==> src/rtl/clint_arbiter_if.sv <==
// Requester-side and CLINT-side signals of the arbiter, bundled as one bus.
// "slave" is the arbiter's view; "master" is the view of the surrounding system.
interface clint_arbiter_if #(
  parameter int N_REQ  = 2,
  parameter int ADDR_W = 32,
  parameter int DATA_W = 32
);
  logic [N_REQ-1:0]          req_valid;
  logic [N_REQ*ADDR_W-1:0]   req_address;
  logic [N_REQ*DATA_W-1:0]   req_wdata;
  logic [N_REQ*DATA_W/8-1:0] req_wstrb;
  logic [N_REQ-1:0]          req_ready;
  logic [DATA_W-1:0]         req_rdata;
  logic                      req_err;

  logic                      m_valid;
  logic [ADDR_W-1:0]         m_address;
  logic [DATA_W-1:0]         m_wdata;
  logic [DATA_W/8-1:0]       m_wstrb;
  logic [DATA_W-1:0]         m_rdata;
  logic                      m_ready;

  modport slave (
    input  req_valid, req_address, req_wdata, req_wstrb, m_rdata, m_ready,
    output req_ready, req_rdata, req_err, m_valid, m_address, m_wdata, m_wstrb
  );

  modport master (
    output req_valid, req_address, req_wdata, req_wstrb, m_rdata, m_ready,
    input  req_ready, req_rdata, req_err, m_valid, m_address, m_wdata, m_wstrb
  );
endinterface

==> src/rtl/clint_arbiter.sv <==
// Round-robin arbiter funnelling N_REQ requesters onto one CLINT port, one
// transaction at a time, with a bounded wait and a timeout error response.
module clint_arbiter #(
  parameter int N_REQ   = 2,
  parameter int ADDR_W  = 32,
  parameter int DATA_W  = 32,
  parameter int TIMEOUT = 16
) (
  input  logic           clk,
  input  logic           reset,
  clint_arbiter_if.slave bus
);

  localparam int STRB_W = DATA_W / 8;
  localparam int IDX_W  = (N_REQ > 1) ? $clog2(N_REQ) : 1;
  localparam int CNT_W  = $clog2(TIMEOUT);

  typedef struct packed {
    logic [ADDR_W-1:0] addr;
    logic [DATA_W-1:0] wdata;
    logic [STRB_W-1:0] wstrb;
  } lane_req_t;

  typedef enum logic [1:0] {IDLE, ISSUE, WAIT, RESP} state_t;

  lane_req_t [N_REQ-1:0] lane_req;
  lane_req_t             held;
  state_t                state, state_nxt;
  logic [IDX_W-1:0]      grant, last_grant, pick, cand;
  logic [CNT_W-1:0]      cnt;
  logic [DATA_W-1:0]     rsp_data;
  logic                  rsp_err;
  logic                  any_req;
  logic                  timed_out;

  for (genvar i = 0; i < N_REQ; i++) begin : g_lane
    assign lane_req[i] = {bus.req_address[i*ADDR_W +: ADDR_W],
                          bus.req_wdata[i*DATA_W +: DATA_W],
                          bus.req_wstrb[i*STRB_W +: STRB_W]};
  end

  // Walk offsets from farthest to nearest so the nearest requester after
  // last_grant is the final (winning) assignment.
  always_comb begin
    any_req = |bus.req_valid;
    pick    = last_grant;
    cand    = '0;
    for (int i = N_REQ; i >= 1; i--) begin
      cand = IDX_W'((int'(last_grant) + i) % N_REQ);
      if (bus.req_valid[cand]) pick = cand;
    end
  end

  assign timed_out = (cnt == CNT_W'(TIMEOUT - 1));

  always_ff @(posedge clk) begin
    if (reset) state <= IDLE;
    else       state <= state_nxt;
  end

  always_comb begin
    state_nxt = state;
    case (state)
      IDLE:    if (any_req) state_nxt = ISSUE;
      ISSUE:   state_nxt = WAIT;
      WAIT:    if (bus.m_ready || timed_out) state_nxt = RESP;
      RESP:    state_nxt = IDLE;
      default: state_nxt = IDLE;
    endcase
  end

  // m_ready is only looked at in WAIT; it wins over a same-cycle timeout.
  always_ff @(posedge clk) begin
    if (reset) begin
      held       <= '0;
      grant      <= '0;
      last_grant <= IDX_W'(N_REQ - 1);
      cnt        <= '0;
      rsp_data   <= '0;
      rsp_err    <= 1'b0;
    end else begin
      case (state)
        IDLE: if (any_req) begin
          held  <= lane_req[pick];
          grant <= pick;
        end
        ISSUE: cnt <= '0;
        WAIT: begin
          if (bus.m_ready) begin
            rsp_data <= bus.m_rdata;
            rsp_err  <= 1'b0;
          end else if (timed_out) begin
            rsp_data <= '0;
            rsp_err  <= 1'b1;
          end else begin
            cnt <= cnt + 1'b1;
          end
        end
        RESP: last_grant <= grant;
        default: ;
      endcase
    end
  end

  assign bus.m_valid   = (state == ISSUE);
  assign bus.m_address = held.addr;
  assign bus.m_wdata   = held.wdata;
  assign bus.m_wstrb   = held.wstrb;

  assign bus.req_ready = (state == RESP) ? (N_REQ'(1) << grant) : '0;
  assign bus.req_rdata = (state == RESP) ? rsp_data : '0;
  assign bus.req_err   = (state == RESP) & rsp_err;

endmodule

==> src/flat_wrapper.sv <==
// flat-port wrapper written by rule: the top's interface ports become plain ports
module clint_arbiter_flat 
#(
  parameter int N_REQ   = 2,
  parameter int ADDR_W  = 32,
  parameter int DATA_W  = 32,
  parameter int TIMEOUT = 16
)
  (clk, reset, bus_req_valid, bus_req_address, bus_req_wdata, bus_req_wstrb, bus_m_rdata, bus_m_ready, bus_req_ready, bus_req_rdata, bus_req_err, bus_m_valid, bus_m_address, bus_m_wdata, bus_m_wstrb);
  clint_arbiter_if #(.N_REQ(N_REQ), .ADDR_W(ADDR_W), .DATA_W(DATA_W)) bus_i ();
  input  logic clk;
  input  logic reset;
  input wire logic [$bits(bus_i.req_valid)-1:0] bus_req_valid;
  input wire logic [$bits(bus_i.req_address)-1:0] bus_req_address;
  input wire logic [$bits(bus_i.req_wdata)-1:0] bus_req_wdata;
  input wire logic [$bits(bus_i.req_wstrb)-1:0] bus_req_wstrb;
  input wire logic [$bits(bus_i.m_rdata)-1:0] bus_m_rdata;
  input wire logic [$bits(bus_i.m_ready)-1:0] bus_m_ready;
  output wire logic [$bits(bus_i.req_ready)-1:0] bus_req_ready;
  output wire logic [$bits(bus_i.req_rdata)-1:0] bus_req_rdata;
  output wire logic [$bits(bus_i.req_err)-1:0] bus_req_err;
  output wire logic [$bits(bus_i.m_valid)-1:0] bus_m_valid;
  output wire logic [$bits(bus_i.m_address)-1:0] bus_m_address;
  output wire logic [$bits(bus_i.m_wdata)-1:0] bus_m_wdata;
  output wire logic [$bits(bus_i.m_wstrb)-1:0] bus_m_wstrb;
  assign bus_i.req_valid = bus_req_valid;
  assign bus_i.req_address = bus_req_address;
  assign bus_i.req_wdata = bus_req_wdata;
  assign bus_i.req_wstrb = bus_req_wstrb;
  assign bus_i.m_rdata = bus_m_rdata;
  assign bus_i.m_ready = bus_m_ready;
  assign bus_req_ready = bus_i.req_ready;
  assign bus_req_rdata = bus_i.req_rdata;
  assign bus_req_err = bus_i.req_err;
  assign bus_m_valid = bus_i.m_valid;
  assign bus_m_address = bus_i.m_address;
  assign bus_m_wdata = bus_i.m_wdata;
  assign bus_m_wstrb = bus_i.m_wstrb;
  clint_arbiter #(.N_REQ(N_REQ), .ADDR_W(ADDR_W), .DATA_W(DATA_W), .TIMEOUT(TIMEOUT)) u_core (.clk(clk), .reset(reset), .bus(bus_i));
endmodule
==> config.mk <==
export PLATFORM = sky130hd
export DESIGN_NAME = clint_arbiter_flat
export DESIGN_NICKNAME = d
export VERILOG_FILES = /design/src/rtl/clint_arbiter_if.sv /design/src/rtl/clint_arbiter.sv /design/src/flat_wrapper.sv
export SDC_FILE = /design/constraint.sdc
export NUM_CORES = 1
export LEC_CHECK = 0
export BUFFER_PORTS_ARGS = -buffer_cell sky130_fd_sc_hd__buf_2
export CAP_MARGIN = 20
export CORE_MARGIN = 4
export CORE_UTILIZATION = 44
export DETAILED_ROUTE_END_ITERATION = 12
export PLACE_DENSITY_LB_ADDON = 0.25
export RECOVER_POWER = 100
export SLEW_MARGIN = 25
export SYNTH_ARGS = -nofsm -noshare
export SYNTH_HDL_FRONTEND = slang
export SYNTH_SLANG_ARGS = --single-unit
==> constraint.sdc <==
create_clock -name clk -period 1.6 [get_ports clk]
set_input_delay 0.16 -clock clk [delete_from_list [all_inputs] [get_ports clk]]
set_output_delay 0.16 -clock clk [all_outputs]
set_load 0.01 [all_outputs]
==> flow_summary_export.csv, run 1 <==
group,metric,value,unit
clock_network,clk_latency,0.36,ns
power_and_ir_drop,p_leak,0.002935,µW
global_routing,grt_usage,23.86,%
place,port_buffers,276,
global_routing,grt_pass1_wl,25.19,mm
critical_path,critPathTopFamily,"buffers and inverters",
global_routing,grt_start_max_net_pins,40,
routing,vias,5476,
clock_network,htree_levels,3,
critical_path,endpoint_kind,"flop",
yosys,synth_area_leader_cell,"dfxtp_1",
routing,drtIter0Drc,419,
floorplanning,die-width,113,µm
yosys,synth_warnings,0,
critical_path,slowest_stage,"dfxtp_2",
final_layout,nFillCells,973,
yosys,ys_ff_latch,109,
critical_path,cp.arrival,1.81,ns
timing,finalHoldViolations,0,
clock_network,path_clk_slew,0.10,ns
global_routing,grt.overflow.total,0,
yosys,synthTopCellsByArea,"dfxtp_1 45%, a311oi_1 12%, nand3_1 7.2%, o21ai_0 5.9%, a22o_1 5.8%",
power_and_ir_drop,peakVddDrop,711.6,µV
final_layout,fin_util,63.11,%
global_routing,grt_pass1_vias,5147,
critical_path,crit_type,"flop to flop",
yosys,yosysMostFrequentCell,"dfxtp_1",
global_routing,antenna_found_initial,0,
worst_hold_path,hp-class,"input pin to flop",
yosys,ys_types,36,
timing,slew_violations,0,
timing,fin_crit,1.547,ns
critical_path,worst-path-buf-inv,3,
critical_path,r2r_cells,6,
flow_run,cap_violations,0,
timing,timing.fmax,646.2,MHz
routing,ant_nets,0,
worst_hold_path,hold_path_end,"u_core.rsp_data[21]",
timing,maxSlewHeadroom,73.72,%
critical_path,path_cells,"inv_1 -> ha_2 -> o21a_4 -> buf_4 -> clkbuf_16 -> a311oi_1",
critical_path,rrSetupSlack,0.05,ns
yosys,synth_flop_cell,"dfxtp_1",
yosys,syn_area,4851,µm²
floorplanning,dieArea,12770,µm²
place,dp_hpwl,11.58,mm
timing,timing.hold.ws,0.01634,ns
yosys,syn_nets,742,
clock_network,cts_buffer_depth,2,
clock_network,root_buffer,"clkbuf_8",
critical_path,timing.rr.start,"u_core.state[0]",
final_layout,drive_gt1_share,32.08,%
floorplanning,die_h,113,µm
yosys,synth_edf_count,0,
routing,drc,0,
routing,vias_per_cell,5.669,
yosys,synth_top_area_share,44.98,%
worst_hold_path,whs_path_depth,2,
floorplanning,core_area,10790,µm²
final_layout,finalNetCount,1000,
place,place_ws,0.06949,ns
worst_hold_path,hp-start,"bus_m_rdata[21]",
clock_network,cts_tree,"done",
final_layout,syn2layout_area_growth,40.42,%
clock_network,numCtsBuffers,9,
final_layout,diodes,0,
run_status,status,"finished, final reports clean",
yosys,ys_seq_area_share,44.98,%
yosys,synthArstFlopShare,0,%
floorplanning,initial_core_util,44.95,%
critical_path,slowest_delay,0.38,ns
timing,tightest_slew,0.3942,ns
critical_path,crit_fanout,18,
timing,fin_crit_sh,96.72,%
critical_path,required,1.86,ns
routing,post_drt_wl_per_cell,17.38,µm
timing,rsz0062_at_grt,"true",
power_and_ir_drop,fin_total_pwr,9732,µW
timing,totalNegativeSetupSlack,0,ns
yosys,ys_top_cells_by_count,"109 x dfxtp_1, 70 x nand3_1, 70 x nor2_1, 68 x a311oi_1, 57 x o21ai_0",
yosys,avgSynthCellArea,8.616,µm²
routing,dr.pass1.iters,5,
place,gp_congestion,0.8462,
routing,wl,16.79,mm
critical_path,r2r_end,"u_core.bus.m_wdata[12]",
floorplanning,ios,277,
timing,setup_viol,0,
timing,fin_ws,0.05256,ns
floorplanning,fp-row-count,38,
timing,finClkSkew,0.01060,ns
clock_network,clock_sinks,109,
power_and_ir_drop,power.density,1429,nW/µm²
yosys,netlist_instances,563,
critical_path,startpoint_type,"flop",
## sequential cells by signal, indices dropped and copies added, names as in the netlist
register              flops
u_core.bus.m_address     32
u_core.bus.m_wdata       32
u_core.rsp_data          32
u_core.bus.m_wstrb        4
u_core.cnt                4
u_core.state              2
u_core.grant              1
u_core.last_grant         1
u_core.rsp_err            1
## where the power goes
part	internal, µW	leakage (µW)	switching [µW]
sequential	3450	0.000897	415
combinational	1890	0.00195	2470
clock	608	0.0000901	900
## cells in the final DEF (no fill, tap or decap), types with 3 or more instances in the layout
master	instances
o21ai_0	57
a311oi_2	5
nor2_1	69
o21ai_1	11
buf_12	15
dlygate4sd3_1	9
inv_1	4
ha_1	3
nand2b_1	5
dfxtp_1	107
buf_2	207
nand3_1	70
a21oi_1	5
clkbuf_16	4
clkbuf_8	10
clkbuf_1	71
buf_4	6
a311oi_1	63
o211ai_1	3
clkinv_2	3
and2_1	34
a22o_1	32
## through the flow
step / cell area (µm²) / instances
finish: 6812 / 966
global route: 6812 / 966
CTS: 6708 / 956
detailed placement: 6436 / 932
global placement: 6436 / 932
floorplan: 4851 / 563
## cells by family (layout without fill, tap and decap cells)
group	count (synthesis)	in the layout	share of synthesized area [%]
buffers and inverters	68	330	6.422
and+or+nand+nor	195	195	19.58
AOI/OAI and AO/OA	184	185	27.26
adders and majority gates	6	6	1.548
muxes	1	1	0.2064
DFF	109	109	44.98
## cell type report
class,instances,area [µm²],area share [%]
well taps,140,175.2,2.572
clock inverters,4,23.77,0.3490
inverters,4,15.01,0.2204
flip-flops and latches,109,2185,32.07
repair buffers,310,1831,26.87
clock buffers,12,145.1,2.131
multi-input cells,387,2437,35.78
## worst max-delay path by stage
stage / startpoint / to / slack, ns / cells past startpoint
floorplan: u_core.cnt[0] / u_core.rsp_data[10] / 0.16 / 5
finish: u_core.state[0] / u_core.bus.m_wdata[12] / 0.05 / 6
global placement: u_core.state[0] / u_core.cnt[3] / 0.16 / 5
global route: u_core.state[0] / u_core.cnt[3] / -0.04 / 5
detailed placement: u_core.state[0] / u_core.bus.m_address[6] / 0.07 / 6
CTS: u_core.state[0] / u_core.cnt[3] / 0.03 / 5
## routing by layer
metal | vias to the layer above | track usage, % | routed length, µm
met5 | - | 0 | 0
met1 | 2555 | 28.04 | 6531
li1 | 2597 | - | -
met2 | 290 | 42.42 | 8440
met4 | 0 | 8.413 | 389
met3 | 34 | 5.615 | 1423
## what timing repair did
item,CTS,global route
endpoints found under the setup margin,33,42
cloned,0,5
resized for setup,6,8
endpoints found under the hold margin,8,1
buffers inserted,0,4
pin swaps,0,1
hold buffers,8,1
No activity file was read; power rests on OpenSTA's default activity.
==> inputs of run 2 (changes only) <==
- ABC_AREA: unset -> 1
- CORE_UTILIZATION: 44 -> 46
==> run 2 against run 1 <==
Against the previous run: first-iteration DRC count shrank 2.9%; design area grew 6.0%; maximum frequency grew 0.34%; global-route usage shrank 1.3 points; clock skew shrank 0.0035 ns; final cell count grew 31%; area after synthesis grew 11%; routed wire length shrank 5.2%; register-to-register slack gained 0.06 ns; combinational power is essentially flat; core utilization grew 0.093 points; largest power group unchanged.
==> flow_summary_export.csv, run 2 <==
group,metric,value,unit
run_status,status,"finished, final reports clean",
global_routing,grt_pass1_vias,5291,
final_layout,final_cell_mix,"322 x nand2_1, 207 x buf_2, 181 x inv_1",
routing,drtIter0Drc,407,
floorplanning,dieArea,13460,µm²
yosys,ys_ff_latch,109,
final_layout,register_area,2185,µm²
global_routing,grt_pass1_wl,24.61,mm
final_layout,nFillCells,1177,
floorplanning,core_area,11420,µm²
clock_network,clk_latency,0.34,ns
clock_network,cts_post_setup_buffers_inserted,0,
floorplanning,ios,277,
yosys,synth_edf_count,0,
critical_path,endpoint_kind,"output pin",
yosys,netlist_instances,867,
critical_path,crit_type,"flop to output pin",
yosys,synth_warnings,0,
routing,vias_per_cell,4.625,
clock_network,numCtsBuffers,9,
yosys,ys_seq_area_share,40.65,%
timing,setup_viol,0,
clock_network,htree_levels,3,
routing,top_layer_used,"met4",
critical_path,cp-startpoint,"u_core.state[1]",
yosys,synthArstFlopShare,0,%
floorplanning,die_h,116.0,µm
critical_path,crit_fanout,17,
global_routing,grt_start_max_net_pins,54,
routing,wl_met3,1.378,mm
yosys,synth_flop_cell,"dfxtp_1",
clock_network,path_clk_slew,0.08,ns
floorplanning,fp-row-count,39,
timing,tightest_slew,0.4567,ns
critical_path,startpoint_type,"flop",
critical_path,required,1.44,ns
yosys,syn_nets,1046,
routing,post_drt_wl_per_cell,12.54,µm
timing,finalHoldViolations,0,
timing,rsz0062_at_grt,"true",
power_and_ir_drop,p_leak,0.004129,µW
routing,dr.pass1.iters,5,
final_layout,finalNetCount,1301,
timing,fin_crit,1.542,ns
power_and_ir_drop,fin_total_pwr,10380,µW
clock_network,cts_buffer_depth,2,
clock_network,clock_sinks,109,
routing,drc,0,
final_layout,drive_gt1_share,22.27,%
global_routing,grt.overflow.total,0,
place,port_buffers,276,
flow_run,cap_violations,0,
clock_network,root_buffer,"clkbuf_16",
final_layout,diodes,0,
timing,timing.fmax,648.4,MHz
worst_hold_path,hp-class,"input pin to flop",
floorplanning,initial_core_util,47.01,%
yosys,synthTopCellsByArea,"dfxtp_1 41%, nand2_1 23%, inv_1 13%, a21oi_1 10%, nand3_1 7.0%",
critical_path,timing.rr.start,"u_core.state[0]",
critical_path,cp.arrival,1.38,ns
final_layout,final_common_cell,"nand2_1",
yosys,syn_area,5368,µm²
place,gp_congestion,0.8584,
yosys,avgSynthCellArea,6.191,µm²
worst_hold_path,hp-start,"bus_m_rdata[12]",
yosys,synth_top_area_share,40.65,%
routing,routedLengthMet1,6.608,mm
power_and_ir_drop,power.density,1439,nW/µm²
yosys,synth_area_leader_cell,"dfxtp_1",
timing,slew_violations,0,
final_layout,multiInputGateArea,2313,µm²
timing,fin_crit_sh,96.39,%
place,dp_hpwl,11.70,mm
yosys,ys_types,19,
power_and_ir_drop,peakVddDrop,711.3,µV
routing,dr_wl_met2,7.632,mm
yosys,ys_top_cells_by_count,"323 x nand2_1, 181 x inv_1, 109 x dfxtp_1, 107 x a21oi_1, 75 x nand3_1",
floorplanning,die-width,116.0,µm
final_layout,syn2layout_area_growth,34.45,%
routing,vias,5874,
yosys,yosysMostFrequentCell,"nand2_1",
global_routing,grt_usage,22.57,%
final_layout,fin_util,63.20,%
timing,finClkSkew,0.007129,ns
timing,maxSlewHeadroom,69.55,%
routing,wl,15.92,mm
routing,ant_nets,0,
clock_network,cts_tree,"done",
global_routing,antenna_found_initial,0,
## run 2: cell types whose count changed in the layout (fill, tap and decap cells not counted), moves of 55 or more
cell,change
a311oi_1,-63
nand2_1,+320
nor2_1,-63
a21oi_1,+102
inv_1,+177
o21ai_0,-55
## run 2: logic make-up (layout without fill, tap and decap cells)
| group | count (synthesis) | after routing | share of synthesized area (%) |
|---|---|---|---|
| flops | 109 | 109 | 40.65 |
| fa+ha+maj | 6 | 6 | 1.399 |
| simple gates | 406 | 406 | 30.21 |
| buf+inv | 233 | 493 | 17.02 |
| compound gates | 113 | 113 | 10.72 |
## run 2: critical path, cell delays in order, from the launching register on
cell and delay [ns]:
dfxtp_2 0.37, ha_4 0.17, bufbuf_16 0.28, nand2_1 0.06, inv_1 0.04, buf_2 0.11
## run 2: routing by layer
layer / GRT usage [%] / vias up
met1: 27.68 / 2538
met4: 7.347 / 0
met5: 0 / -
li1: - / 3092
met3: 5.901 / 25
met2: 38.63 / 219
## run 2: final timing paths
path	end	slack, ns	cells past startpoint
setup / recovery	bus_req_rdata[21]	0.06	5
hold / removal	u_core.rsp_data[12]	0.06	3
setup reg to reg	u_core.bus.m_address[11]	0.11	8
hold reg to reg	u_core.rsp_data[13]	0.46	2
## run 2: timing repair
action | 4_1_cts | 5_1_grt
hold buffers | 0 | 0
resized for setup | 4 | 1
endpoints found under the setup margin | 2 | 9
gates cloned | 1 | 0
## run 2: layout make-up
class                           count  share of cell area [%]
Multi-Input combinational cell    525                   32.06
Tap cell                          143                   2.479
Sequential cell                   109                   30.27
Clock inverter                      7                  0.7802
Clock buffer                        9                   3.121
Inverter                          183                   9.518
Timing Repair Buffer              294                   21.78
## run 2: through the flow
step	instance area, µm²	instances	TNS [ns]	setup WS (ns)	hold WS [ns]
after floorplan	5368	867	0	0.1900	0.3081
after global placement	6970	1253	0	0.1866	0.4171
after detailed placement	6970	1253	0	0.1301	0.4202
after CTS	7300	1270	0	0.04988	0.04900
after global routing	7217	1270	-0.03891	-0.01274	0.05715
final	7217	1270	0	0.05775	0.06064
## run 2: power breakdown
part,switching (µW),internal (µW)
sequential,418,3480
clock,1040,1080
combinational,2740,1630
total,4200,6180
==> inputs of run 3 (changes only) <==
- CORE_MARGIN: 4 -> unset
==> run 3 against run 2 <==
Against the previous run: clock skew shrank 0.0017 ns; critical endpoint is now bus_req_rdata[2]; first-iteration DRC count shrank 11%; largest cell class unchanged; sequential power is essentially flat.
==> flow_summary_export.csv, run 3 (same netlist as run 2, synthesis figures left out) <==
group,metric,value,unit
run_status,status,"finished, final reports clean",
final_layout,drive_gt1_share,21.30,%
floorplanning,core_area,11420,µm²
worst_hold_path,hp-start,"bus_m_rdata[17]",
clock_network,cts_post_setup_buffers_inserted,0,
critical_path,cp-startpoint,"u_core.state[0]",
place,place_ws,0.1002,ns
global_routing,grt_pass1_wl,22.66,mm
critical_path,startpoint_type,"flop",
timing,fin_crit_sh,94.79,%
routing,dr.pass1.iters,4,
timing,finalHoldViolations,0,
timing,tightest_slew,0.3491,ns
floorplanning,initial_core_util,47.01,%
timing,timing.hold.ws,0.06125,ns
critical_path,timing.rr.start,"u_core.state[0]",
critical_path,slowest_delay,0.38,ns
critical_path,rrSetupSlack,0.13,ns
critical_path,required,1.44,ns
timing,totalNegativeSetupSlack,0,ns
timing,fin_ws,0.08329,ns
routing,vias_per_cell,4.591,
routing,wl,14.77,mm
clock_network,path_clk_slew,0.08,ns
critical_path,worst-path-buf-inv,3,
final_layout,final_common_cell,"nand2_1",
global_routing,grt.overflow.total,0,
final_layout,final_cells,1270,
timing,timing.fmax,659.3,MHz
final_layout,syn2layout_area_growth,34.97,%
clock_network,cts_tree,"done",
floorplanning,ios,277,
routing,vias,5831,
timing,rsz0062_at_grt,"false",
floorplanning,die-width,110.0,µm
global_routing,grt_usage,23.81,%
global_routing,grt_start_max_net_pins,42,
clock_network,cts_buffer_depth,2,
critical_path,crit_fanout,33,
timing,fin_crit,1.517,ns
critical_path,endpoint_kind,"output pin",
place,placed_cells,1253,
timing,finClkSkew,0.005410,ns
flow_run,cap_violations,0,
floorplanning,die_h,110.0,µm
critical_path,slowest_stage,"dfxtp_2",
critical_path,critPathTopFamily,"buffers and inverters",
routing,post_drt_wl_per_cell,11.63,µm
final_layout,fin_util,63.45,%
timing,setup_viol,0,
timing,maxSlewHeadroom,76.73,%
clock_network,clk_latency,0.34,ns
floorplanning,dieArea,12100,µm²
global_routing,grt_pass1_vias,5053,
routing,drc,0,
timing,slew_violations,0,
critical_path,crit_type,"flop to output pin",
place,dp_hpwl,10.82,mm
routing,ant_nets,0,
clock_network,numCtsBuffers,9,
power_and_ir_drop,p_leak,0.004076,µW
worst_hold_path,hp-class,"input pin to flop",
clock_network,root_buffer,"clkbuf_16",
final_layout,final_cell_mix,"322 x nand2_1, 181 x inv_1, 175 x buf_2",
clock_network,ctsHoldBuffers,0,
clock_network,htree_levels,3,
floorplanning,fp-row-count,39,
final_layout,finalNetCount,1301,
place,port_buffers,276,
routing,drtIter0Drc,363,
power_and_ir_drop,power.density,1473,nW/µm²
clock_network,clock_sinks,109,
place,gp_congestion,0.8150,
critical_path,path_cells,"ha_4 -> buf_12 -> nand2_1 -> inv_1 -> clkbuf_1",
global_routing,antenna_found_initial,0,
power_and_ir_drop,peakVddDrop,658.9,µV
critical_path,cp.arrival,1.36,ns
final_layout,diodes,0,
==> run 3: worst paths after layout <==
| path | to | cells past startpoint |
|---|---|---|
| hold reg to reg | u_core.rsp_data[12] | 2 |
| hold / removal | u_core.rsp_data[17] | 3 |
| setup / recovery | bus_req_rdata[2] | 5 |
| setup reg to reg | u_core.bus.m_address[2] | 8 |
==> run 3: worst reg2reg max path, stage by stage, from the launching register on <==
cell and delay [ns]:
dfxtp_2 0.35, inv_1 0.13, ha_2 0.21, o21ai_2 0.09, inv_2 0.15, buf_12 0.19, nand3_1 0.14, nand2_1 0.08
inv_1 0.03
==> run 3: what timing repair did <==
| item | CTS | global route |
|---|---|---|
| resized for setup | 2 | 6 |
| hold endpoints to repair | 0 | 0 |
| endpoints found under the setup margin | 33 | 92 |
| gates cloned | 0 | 1 |
==> run 3: final cells by class <==
cell class | count | area (µm²)
Inverter | 183 | 686.9
Clock buffer | 11 | 252.7
Timing Repair Buffer | 294 | 1569
Sequential cell | 109 | 2185
Clock inverter | 5 | 63.81
Tap cell | 143 | 178.9
Multi-Input combinational cell | 525 | 2308
Fill cell | 1153 | 4174
==> run 3: per-layer routing <==
layer	share of wire (%)	GRT usage, %	wire, µm
met2	48	42.46	7144
met4	2.0	8.095	295
met3	7.0	5.467	1028
met5	0	0	0
met1	43	27.95	6302
==> run 3: power breakdown <==
group	internal (µW)	switching [µW]
Combinational	1680	2760
Clock	1320	1020
Sequential	3480	418
Total	6470	4200
==> run 3: through the flow <==
step | cell area (µm²) | total power, µW
after detailed placement | 6983 | 8417
after global placement | 6983 | 8361
final | 7244 | 10670
after global routing | 7244 | 11500
after floorplan | 5368 | 6653
after CTS | 7312 | 10800
